File: src/rtl/fault_vector_sequencer.sv
// fault_vector_sequencer: steps a 3-bit vector through all 8 patterns, sampling fault after SETTLE cycles each.
// Optional macro FVS_STOP_ON_FAULT_EN ends the run at the first detected fault.
module fault_vector_sequencer #(
  parameter int SETTLE = 4
) (
  input  logic       clk,
  input  logic       rst,
  input  logic       start,
  input  logic       abort,
  input  logic       fault,
  output logic       A,
  output logic       B,
  output logic       C,
  output logic       busy,
  output logic       done,
  output logic [7:0] detect_mask,
  output logic [3:0] fault_count,
  output logic       any_fault
);
  typedef enum logic [1:0] {IDLE, APPLY, SAMPLE, DONE} state_e;
  localparam logic [7:0] RELOAD = 8'(SETTLE - 1);
  state_e     state_q, state_d;
  logic [2:0] vec_q, vec_d, abc_q;
  logic [7:0] cnt_q, cnt_d, mask_q, mask_d;
  logic [3:0] count_q;
  logic       busy_q, done_q, any_q, stop;
`ifdef FVS_STOP_ON_FAULT_EN
  assign stop = fault;
`else
  assign stop = 1'b0;
`endif
  always_comb begin
    state_d = state_q;
    vec_d   = vec_q;
    cnt_d   = cnt_q;
    mask_d  = mask_q;
    case (state_q)
      APPLY: begin
        state_d = abort ? IDLE : (cnt_q == 8'd0 ? SAMPLE : APPLY);
        cnt_d   = (abort || cnt_q == 8'd0) ? cnt_q : cnt_q - 8'd1;
      end
      SAMPLE: begin
        mask_d[vec_q] = fault;
        if (abort) state_d = IDLE;
        else if (vec_q == 3'd7 || stop) state_d = DONE;
        else begin
          vec_d   = vec_q + 3'd1;
          cnt_d   = RELOAD;
          state_d = APPLY;
        end
      end
      default: begin
        // abort takes priority over a simultaneous start
        if (start && !abort) begin
          mask_d  = 8'h00;
          vec_d   = 3'd0;
          cnt_d   = RELOAD;
          state_d = APPLY;
        end else state_d = IDLE;
      end
    endcase
  end
  always_ff @(posedge clk) begin
    if (rst) begin
      state_q <= IDLE;
      vec_q   <= 3'd0;
      cnt_q   <= 8'd0;
      mask_q  <= 8'h00;
      count_q <= 4'd0;
      any_q   <= 1'b0;
      busy_q  <= 1'b0;
      done_q  <= 1'b0;
      abc_q   <= 3'd0;
    end else begin
      state_q <= state_d;
      vec_q   <= vec_d;
      cnt_q   <= cnt_d;
      mask_q  <= mask_d;
      count_q <= 4'($countones(mask_q));
      any_q   <= |mask_q;
      busy_q  <= state_d == APPLY || state_d == SAMPLE;
      done_q  <= state_d == DONE;
      abc_q   <= (state_d == APPLY || state_d == SAMPLE) ? vec_d : 3'd0;
    end
  end
  assign {A, B, C}   = abc_q;
  assign busy        = busy_q;
  assign done        = done_q;
  assign detect_mask = mask_q;
  assign fault_count = count_q;
  assign any_fault   = any_q;
endmodule

File: config.mk
export PLATFORM = sky130hd
export DESIGN_NAME = fault_vector_sequencer
export DESIGN_NICKNAME = d
export VERILOG_FILES = /design/src/rtl/fault_vector_sequencer.sv
export SDC_FILE = /design/constraint.sdc
export NUM_CORES = 1
export LEC_CHECK = 0
export CAP_MARGIN = 30
export CORE_ASPECT_RATIO = 0.7
export CORE_UTILIZATION = 58
export DETAILED_ROUTE_END_ITERATION = 12
export PLACE_DENSITY = 0.84
export REMOVE_ABC_BUFFERS = 1
export SYNTH_ARGS = -nofsm -noshare
export SYNTH_HDL_FRONTEND = slang
export SYNTH_SLANG_ARGS = --single-unit
File: constraint.sdc
create_clock -name clk -period 5.31 [get_ports clk]
set_input_delay 0.531 -clock clk [delete_from_list [all_inputs] [get_ports clk]]
set_output_delay 0.531 -clock clk [all_outputs]
set_load 0.03 [all_outputs]
== Yosys cells after proc, flatten, opt, wreduce, memory -nomap -nowiden ==
Cells that the tools add are included.

* Memory bits (writable): 0
* Memories kept: 0
* Memory bits (read-only): 0
* Logic and storage cells: 63
* Bits in registers: 31
* Input bits: 5
* Latch bits: 0

* Mux-type cells: 20
* Equality and inequality tests: 9
* Add/subtract/negate cells: 9
* Shifts and indexed selects: 0
* Bitwise operators: 2
* Reduce and logical (&&, ||, !) cells: 12
* Div/mod/pow operators: 0
* Order comparisons: 2
* Multiply operators: 0

{| class="wikitable"
|+ Operator list
! kind !! count
|-
| $mux W8 || 5
|-
| $pmux W8 S2 || 2
|-
| $mux W3 || 3
|-
| $add A1 B1 Y2 || 4
|-
| $bwmux W8 || 1
|-
| $logic_not A8 Y1 || 1
|-
| $mux W2 || 4
|-
| $reduce_or A8 Y1 || 1
|-
| $sub A8 B1 Y8 const B || 1
|-
| $add A2 B2 Y3 || 2
|-
| $eq A2 B2 Y1 const B || 3
|-
| $ne A2 B2 Y1 const B || 3
|-
| $pmux W3 S2 || 1
|-
| $add A3 B3 Y4 || 1
|-
| $eq A2 B1 Y1 const B || 2
|-
| $lt A3 B4 Y1 const B || 1
|-
| $pmux W2 S2 || 1
|-
| $reduce_and A4 Y1 || 1
|-
| $add A3 B1 Y3 const B || 1
|-
| $demux W1 S3 || 1
|-
| $eq A3 B3 Y1 const B || 1
|-
| $ge A3 B1 Y1 const B || 1
|-
| $reduce_bool A3 Y1 || 1
|-
| $logic_and A1 B1 Y1 || 2
|-
| other kinds (7) || 10
|}

== Logic depth before layout (Yosys ltp) ==
Gate-level depths: netlist of run 1.

* Depth in word-level cells: 8
* Mapped depth: 10
* Gate-level depth less buffers: 10

== Worst setup path before layout of run 1 ==
Ideal clock, no wire load.

* Path kind: register to register
* Start: register mask_q[1] (netlist: detect_mask[1])
* End: register count_q[2] (netlist: fault_count[2])
* Setup slack: 2.487 ns
* Arrival time: 2.695 ns
* Period minus slack after synthesis: 2.823 ns
* Stages on the path, launching flop included: 11
* Buffers on the path: 0
* Path through: dfxtp_1 fa_1 inv_1 fa_1 fa_1 inv_1 ha_1 inv_1 fa_1 xor2_1 nor2_1

* Longest elaborated chain between the ends: 3

{| class="wikitable"
|+ Ends and longest elaborated chain
! item !! RTL line !! RTL
|-
| from (decl) || 24 || <nowiki>logic [7:0] cnt_q, cnt_d, mask_q, mask_d;</nowiki>
|-
| from (signal assigned) || 78 || <nowiki>mask_q <= mask_d;</nowiki>
|-
| $add A1 B1 Y2 (implied by the code) || 79 || <nowiki>count_q <= 4'($countones(mask_q));</nowiki>
|-
| $add A2 B2 Y3 (implied by the code) || 79 ||
|-
| $add A3 B3 Y4 (implied by the code) || 79 ||
|-
| to (signal assigned) || 79 ||
|-
| to (decl) || 25 || <nowiki>logic [3:0] count_q;</nowiki>
|}

No other way between the ends.
A chain may end at the register's enable or synchronous reset.

== Worst setup path after layout of run 1 ==
* Start: register mask_q[0] (netlist: detect_mask[0])
* End: register count_q[2] (netlist: fault_count[2])

Same word-level chain as after synthesis.

==> results.sh, run 1 <==
export IMPL_clkLatencyLatePin_ps=280
export IMPL_crit_path_frequent_cell="fa_1"
export IMPL_max_slew_margin_pct=31.40
export IMPL_p_per_area_nw_per_um2=245.4
export IMPL_grt_overflow=0
export IMPL_grt_max_degree=30
export IMPL_endpoint_kind="flop"
export IMPL_clk_pin_slew_ps=60
export IMPL_startpoint_type="flop"
export IMPL_die_h_um=46.26
export IMPL_drive_gt1_share_pct=5.687
export IMPL_syn_area_um2=1623
export IMPL_synth_top_area_share_pct=38.24
export IMPL_outcome="complete, no violations"
export IMPL_rr_startpoint="detect_mask[0]"
export IMPL_grt_pass1_wl_um=6313
export IMPL_synth_cells=188
export IMPL_post_cts_buffers=0
export IMPL_p_leak_uw=0.0007245
export IMPL_synth_edf_count=0
export IMPL_max_cap_violations=0
export IMPL_grt_use_total_pct=28.84
export IMPL_min_delay_start="detect_mask[3]"
export IMPL_initial_core_util_pct=63.58
export IMPL_antenna_found_initial=0
export IMPL_fillers=196
export IMPL_multi_input_area_um2=899.6
export IMPL_rrSetupSlack_ps=2440
export IMPL_drt_iter0_drc=81
export IMPL_worstSetupStartpoint="detect_mask[0]"
export IMPL_cts_sinks=31
export IMPL_grt_pass1_vias=1351
export IMPL_place_gp_congestion=0.8438
export IMPL_ys_types=39
export IMPL_ys_flop_type="dfxtp_1"
export IMPL_cts_root_buf="clkbuf_8"
export IMPL_finalPower_uw=480.5
export IMPL_rows=15
export IMPL_cp_max_fo=4
export IMPL_drc=0
export IMPL_seq_area_um2=620.6
export IMPL_yosysTopAreaCell="dfxtp_1"
export IMPL_min_period_ps=2873
export IMPL_rsz0062_at_grt="false"
export IMPL_ys_ff_latch=31
export IMPL_worst_setup_path_type="flop to flop"
export IMPL_cts_path_max_buffers=2
export IMPL_num_antenna_cells=0
export IMPL_clock_skew_ps=4.034
export IMPL_dp_cells=237
export IMPL_ir_worst_vdd_mv=0.1730
export IMPL_fin_nets=228
export IMPL_yosysSeqAreaShare_pct=38.24
export IMPL_cp_top_family="adder cells"
export IMPL_arrival_ps=3000
export IMPL_coreArea_um2=2552
export IMPL_hold_viol=0
export IMPL_htree_levels=2
export IMPL_fp_dieW_um=65.22
export IMPL_vias=1440
export IMPL_synth_yosys_warnings=0
export IMPL_hold_class="flop to flop"
export IMPL_worstPathCellList="fa_1 -> inv_1 -> fa_1 -> fa_1 -> inv_1 -> ha_1 -> inv_1 -> fa_1 -> xor2_1 -> nor2_1"
export IMPL_drt_vias_per_instance=5.878
export IMPL_syn_avg_cell_area_um2=8.632
export IMPL_ys_top_cells_by_area="dfxtp_1 38%, ha_1 6.9%, a21oi_1 6.8%"
export IMPL_period_share_pct=54.11
export IMPL_async_reset_ff_share_pct=0
export IMPL_path_buf_inv=3
export IMPL_drv_slew=0
export IMPL_fin_tns_setup_ps=0
export IMPL_max_freq_ghz=0.3480
export IMPL_cts_resized=0
export IMPL_required_ps=5430
export IMPL_detail_route_antenna_nets=0
export IMPL_cts_inserted_buffers=5
export IMPL_postCtsHoldBufs=0
export IMPL_portBuffers=22
export IMPL_wl_um=3797
export IMPL_hpwl_um=2712
export IMPL_tritoncts="built"
export IMPL_io_pins=23
export IMPL_slowest_delay_ps=530
export IMPL_slowest_stage="fa_1"
export IMPL_die_area_um2=3017
export IMPL_setup_violations_final=0
export IMPL_worst_pin_slew_ps=1026
export IMPL_areaGrowthSynthToFinish_pct=20.66
export IMPL_dr_pass1_iters=4
export IMPL_stdcell_count=245
export IMPL_wl_per_cell_um=15.50
[synthesized netlist by cell type (all sizes together), types with 2 or more instances]
| library cell | number |
|---|---|
| o21a | 2 |
| nand3 | 3 |
| a21oi | 22 |
| nor2 | 9 |
| nor3b | 2 |
| clkbuf | 5 |
| nor3 | 6 |
| buf | 2 |
| inv | 19 |
| dfxtp | 31 |
| a31oi | 8 |
| o21bai | 2 |
| nand2b | 3 |
| o21ai | 11 |
| o31ai | 2 |
| ha | 9 |
| nand2 | 13 |
| nor4b | 2 |
| nor2b | 7 |
| and2 | 3 |
| a311oi | 6 |
| nand3b | 3 |
| fa | 4 |
| or3 | 2 |
[placed cells by master (no fill, tap or decap), drive strengths merged, types with 8 or more instances in the layout]
cell type      instances
dfxtp                 31
a21oi                 22
clkdlybuf4s50         22
inv                   19
nand2                 13
o21ai                 11
nor2                   9
ha                     9
a31oi                  8
clkbuf                 8
[cell type report]
type                            instances  area share, %
Timing Repair Buffer                   22          11.25
Sequential cell                        31          31.69
Multi-Input combinational cell        130          45.94
Tap cell                               34          2.173
Clock buffer                            8          5.112
Inverter                               20          3.834
[final timing paths]
path / endpoint / depth (start not counted)
worst max-delay path: fault_count[2] / 10
worst min-delay path: detect_mask[3] / 2
worst max register to register: fault_count[2] / 10
worst min register to register: detect_mask[3] / 2
[metal layers]
metal / track usage (%) / vias to the layer above / routed length (um)
met5: 0 / - / 0
met4: 10.87 / 0 / 61
met3: 8.663 / 8 / 260
met2: 44.95 / 67 / 1736
met1: 38.09 / 655 / 1739
li1: - / 710 / -
[registers in the layout (all words and copies together) (netlist names)]
signal / flops
any_fault: 1
vec_q: 3
abc_q: 3
detect_mask: 8
busy: 1
cnt_q: 8
fault_count: 4
done: 1
state_q: 2
[report_power, final]
group	leakage, uW	total [uW]	internal, uW	switching (uW)
clock network	0.0000515	203	118	84.5
logic	0.000423	40.3	15.6	24.7
registers	0.000250	238	235	2.50
total	0.000724	481	369	112
[cell families (layout without fill, tap and decap cells)]
| logic type | count (synthesis) | count (layout) | synth area share, % |
|---|---|---|---|
| buf+inv | 27 | 50 | 6.322 |
| simple gates | 56 | 56 | 18.58 |
| compound gates | 59 | 59 | 23.82 |
| flops | 31 | 31 | 38.24 |
| xor+xnor | 1 | 1 | 0.5398 |
| mux | 1 | 1 | 0.6168 |
| fa+ha+maj | 13 | 13 | 11.87 |
[worst reg2reg max path, cell delays in order (launching register included)]
cell and delay, ps:
dfxtp_1 350, fa_1 530, inv_1 60, fa_1 510
fa_1 420, inv_1 70, ha_1 160, inv_1 50
fa_1 370, xor2_1 130, nor2_1 60
[through the flow]
stage	instance area (um2)	setup WS [ps]	hold slack (ps)	util, %
after CTS	1958	2423	527.6	76.72
final	1958	2437	526.7	76.72
after global routing	1958	2278	555.4	76.72
after floorplan	1595	2500	485.5	-
after global placement	1858	2556	507.3	72.79
after detailed placement	1858	2419	518.2	72.79
Note: power is estimated with default switching activity, not from simulation.
==> run 2: changes to the inputs <==
- CORE_UTILIZATION: 58 -> 53
- PLACE_DENSITY: 0.84 -> 0.78
- clock period: 5.31 -> 2.97 ns (I/O delays scaled with it)
==> run 2 against run 1 <==
Compared with the run above:
- core utilization down 8.0 points
- flip-flop and latch count unchanged
- clock power up 58%
- hold slack worse by 13 ps
- critical path depth down 1
- register-to-register slack worse by 2200 ps
- sequential share of layout area up 0.19 points
- die area up 9.1%
- highest routed layer unchanged
==> results.sh, run 2 (synthesized netlist as in run 1, its figures left out) <==
export IMPL_outcome="complete, no violations"
export IMPL_drv_slew=0
export IMPL_switching_power_uw=205.2
export IMPL_fin_tns_setup_ps=0
export IMPL_clk_pin_slew_ps=60
export IMPL_dr_pass1_iters=5
export IMPL_cts_sinks=31
export IMPL_max_freq_ghz=0.3595
export IMPL_period_share_pct=93.67
export IMPL_final_cell_mix="29 x dfxtp_1, 22 x a21oi_1, 22 x clkdlybuf4s50_1"
export IMPL_fin_nets=229
export IMPL_fp_dieW_um=68.14
export IMPL_wl_per_cell_um=14.73
export IMPL_tritoncts="built"
export IMPL_p_comb_share_pct=8.8
export IMPL_ir_worst_vdd_mv=0.3329
export IMPL_cts_root_buf="clkbuf_8"
export IMPL_worst_pin_slew_ps=538.3
export IMPL_rows=16
export IMPL_p_leak_uw=0.0007206
export IMPL_critPathCapture="fault_count[1]"
export IMPL_hold_class="flop to flop"
export IMPL_arrival_ps=2950
export IMPL_cts_resized=0
export IMPL_hold_viol=0
export IMPL_ff2ff_path_depth=9
export IMPL_worstSetupStartpoint="detect_mask[0]"
export IMPL_drc=0
export IMPL_post_cts_buffers=0
export IMPL_topRoutingLayerUsed="met4"
export IMPL_grt_overflow=0
export IMPL_place_gp_congestion=0.8741
export IMPL_rr_startpoint="detect_mask[0]"
export IMPL_hpwl_um=2619
export IMPL_fillers=236
export IMPL_met1Wirelength_um=1765
export IMPL_cts_inserted_buffers=5
export IMPL_p_int_uw=613.0
export IMPL_die_h_um=48.30
export IMPL_clkLatencyLatePin_ps=290
export IMPL_vias=1444
export IMPL_seq_power_share_pct=52.0
export IMPL_areaGrowthSynthToFinish_pct=20.43
export IMPL_portBuffers=22
export IMPL_final_common_cell="dfxtp_1"
export IMPL_cp_max_fo=4
export IMPL_cts_path_max_buffers=2
export IMPL_io_pins=23
export IMPL_htree_levels=2
export IMPL_initial_core_util_pct=57.09
export IMPL_grt_pass1_wl_um=5685
export IMPL_max_slew_margin_pct=64.00
export IMPL_swShare_pct=25.08
export IMPL_wl_um=3652
export IMPL_wl_met3_um=266
export IMPL_rsz0062_at_grt="false"
export IMPL_worstPathCellList="fa_1 -> inv_1 -> fa_1 -> fa_1 -> inv_1 -> ha_1 -> inv_1 -> fa_2 -> nor2_1"
export IMPL_slowest_delay_ps=530
export IMPL_grt_max_degree=17
export IMPL_drt_vias_per_instance=5.823
export IMPL_drive_gt1_share_pct=7.075
export IMPL_required_ps=3130
export IMPL_finalPower_uw=818.2
export IMPL_min_period_ps=2782
export IMPL_grt_use_total_pct=25.00
export IMPL_coreArea_um2=2843
export IMPL_postCtsHoldBufs=0
export IMPL_slowest_stage="fa_1"
export IMPL_rrSetupSlack_ps=190
export IMPL_startpoint_type="flop"
export IMPL_antenna_found_initial=0
export IMPL_wl_met2_um=1566
export IMPL_clock_skew_ps=9.777
export IMPL_clkPwrFrac_pct=39.2
export IMPL_detail_route_antenna_nets=0
export IMPL_max_cap_violations=0
export IMPL_grt_pass1_vias=1250
export IMPL_drt_iter0_drc=140
export IMPL_num_antenna_cells=0
export IMPL_setup_violations_final=0
export IMPL_die_area_um2=3291
export IMPL_r2r_end="fault_count[1]"
export IMPL_worst_setup_path_type="flop to flop"
export IMPL_endpoint_kind="flop"
export IMPL_p_per_area_nw_per_um2=418.6
[run 2: through the flow]
stage	cell area [um2]	hold slack [ps]	instances	worst slack, ps	util (%)
4_1_cts	1949	515.1	248	133.7	68.57
6_report	1954	514.2	248	188.1	68.75
5_1_grt	1954	555.1	248	35.58	68.75
2_1_floorplan	1595	363.7	181	160.4	-
3_3_place_gp	1868	502.7	240	232.7	65.71
3_5_place_dp	1868	505.6	240	144.1	65.71
[run 2: critical path: cells and delay by family (launching register included)]
kind / cells / cell delay (ps)
buffers and inverters: 3 / 180
adder cells (fa/ha/maj): 5 / 2090
AND/OR/NAND/NOR: 1 / 40
flip-flops: 1 / 340
[run 2: area by class of cell]
type / instances / area (um2) / area share [%]
Inverter: 20 / 75.07 / 3.841
Multi-Input combinational cell: 130 / 902.1 / 46.16
Sequential cell: 31 / 623.1 / 31.88
Timing Repair Buffer: 23 / 227.7 / 11.65
Clock inverter: 1 / 5.005 / 0.2561
Tap cell: 36 / 45.04 / 2.305
Clock buffer: 7 / 76.32 / 3.905
[run 2: how the worst min path moves through the flow]
stage                   startpoint        endpoint  slack (ps)  cells after the start
floorplan                      rst  fault_count[1]         360                      1
global placement    detect_mask[7]  detect_mask[7]         500                      2
detailed placement  detect_mask[7]  detect_mask[7]         510                      2
CTS                 detect_mask[7]  detect_mask[7]         520                      2
global route        detect_mask[1]  detect_mask[1]         560                      2
finish              detect_mask[7]  detect_mask[7]         510                      2
[run 2: routing by layer]
metal / up-vias / GRT usage (%)
met2: 63 / 37.06
met4: 0 / 16.25
met1: 664 / 32.95
met3: 5 / 6.308
li1: 712 / -
met5: - / 0
[run 2: power by group through the flow]
stage	logic [uW]	registers, uW	clock network [uW]
floorplan	44.7	434	0
global route	79.7	425	345
finish	72.4	425	321
detailed placement	70.4	434	0
CTS	71.0	425	332
global placement	68.4	433	0
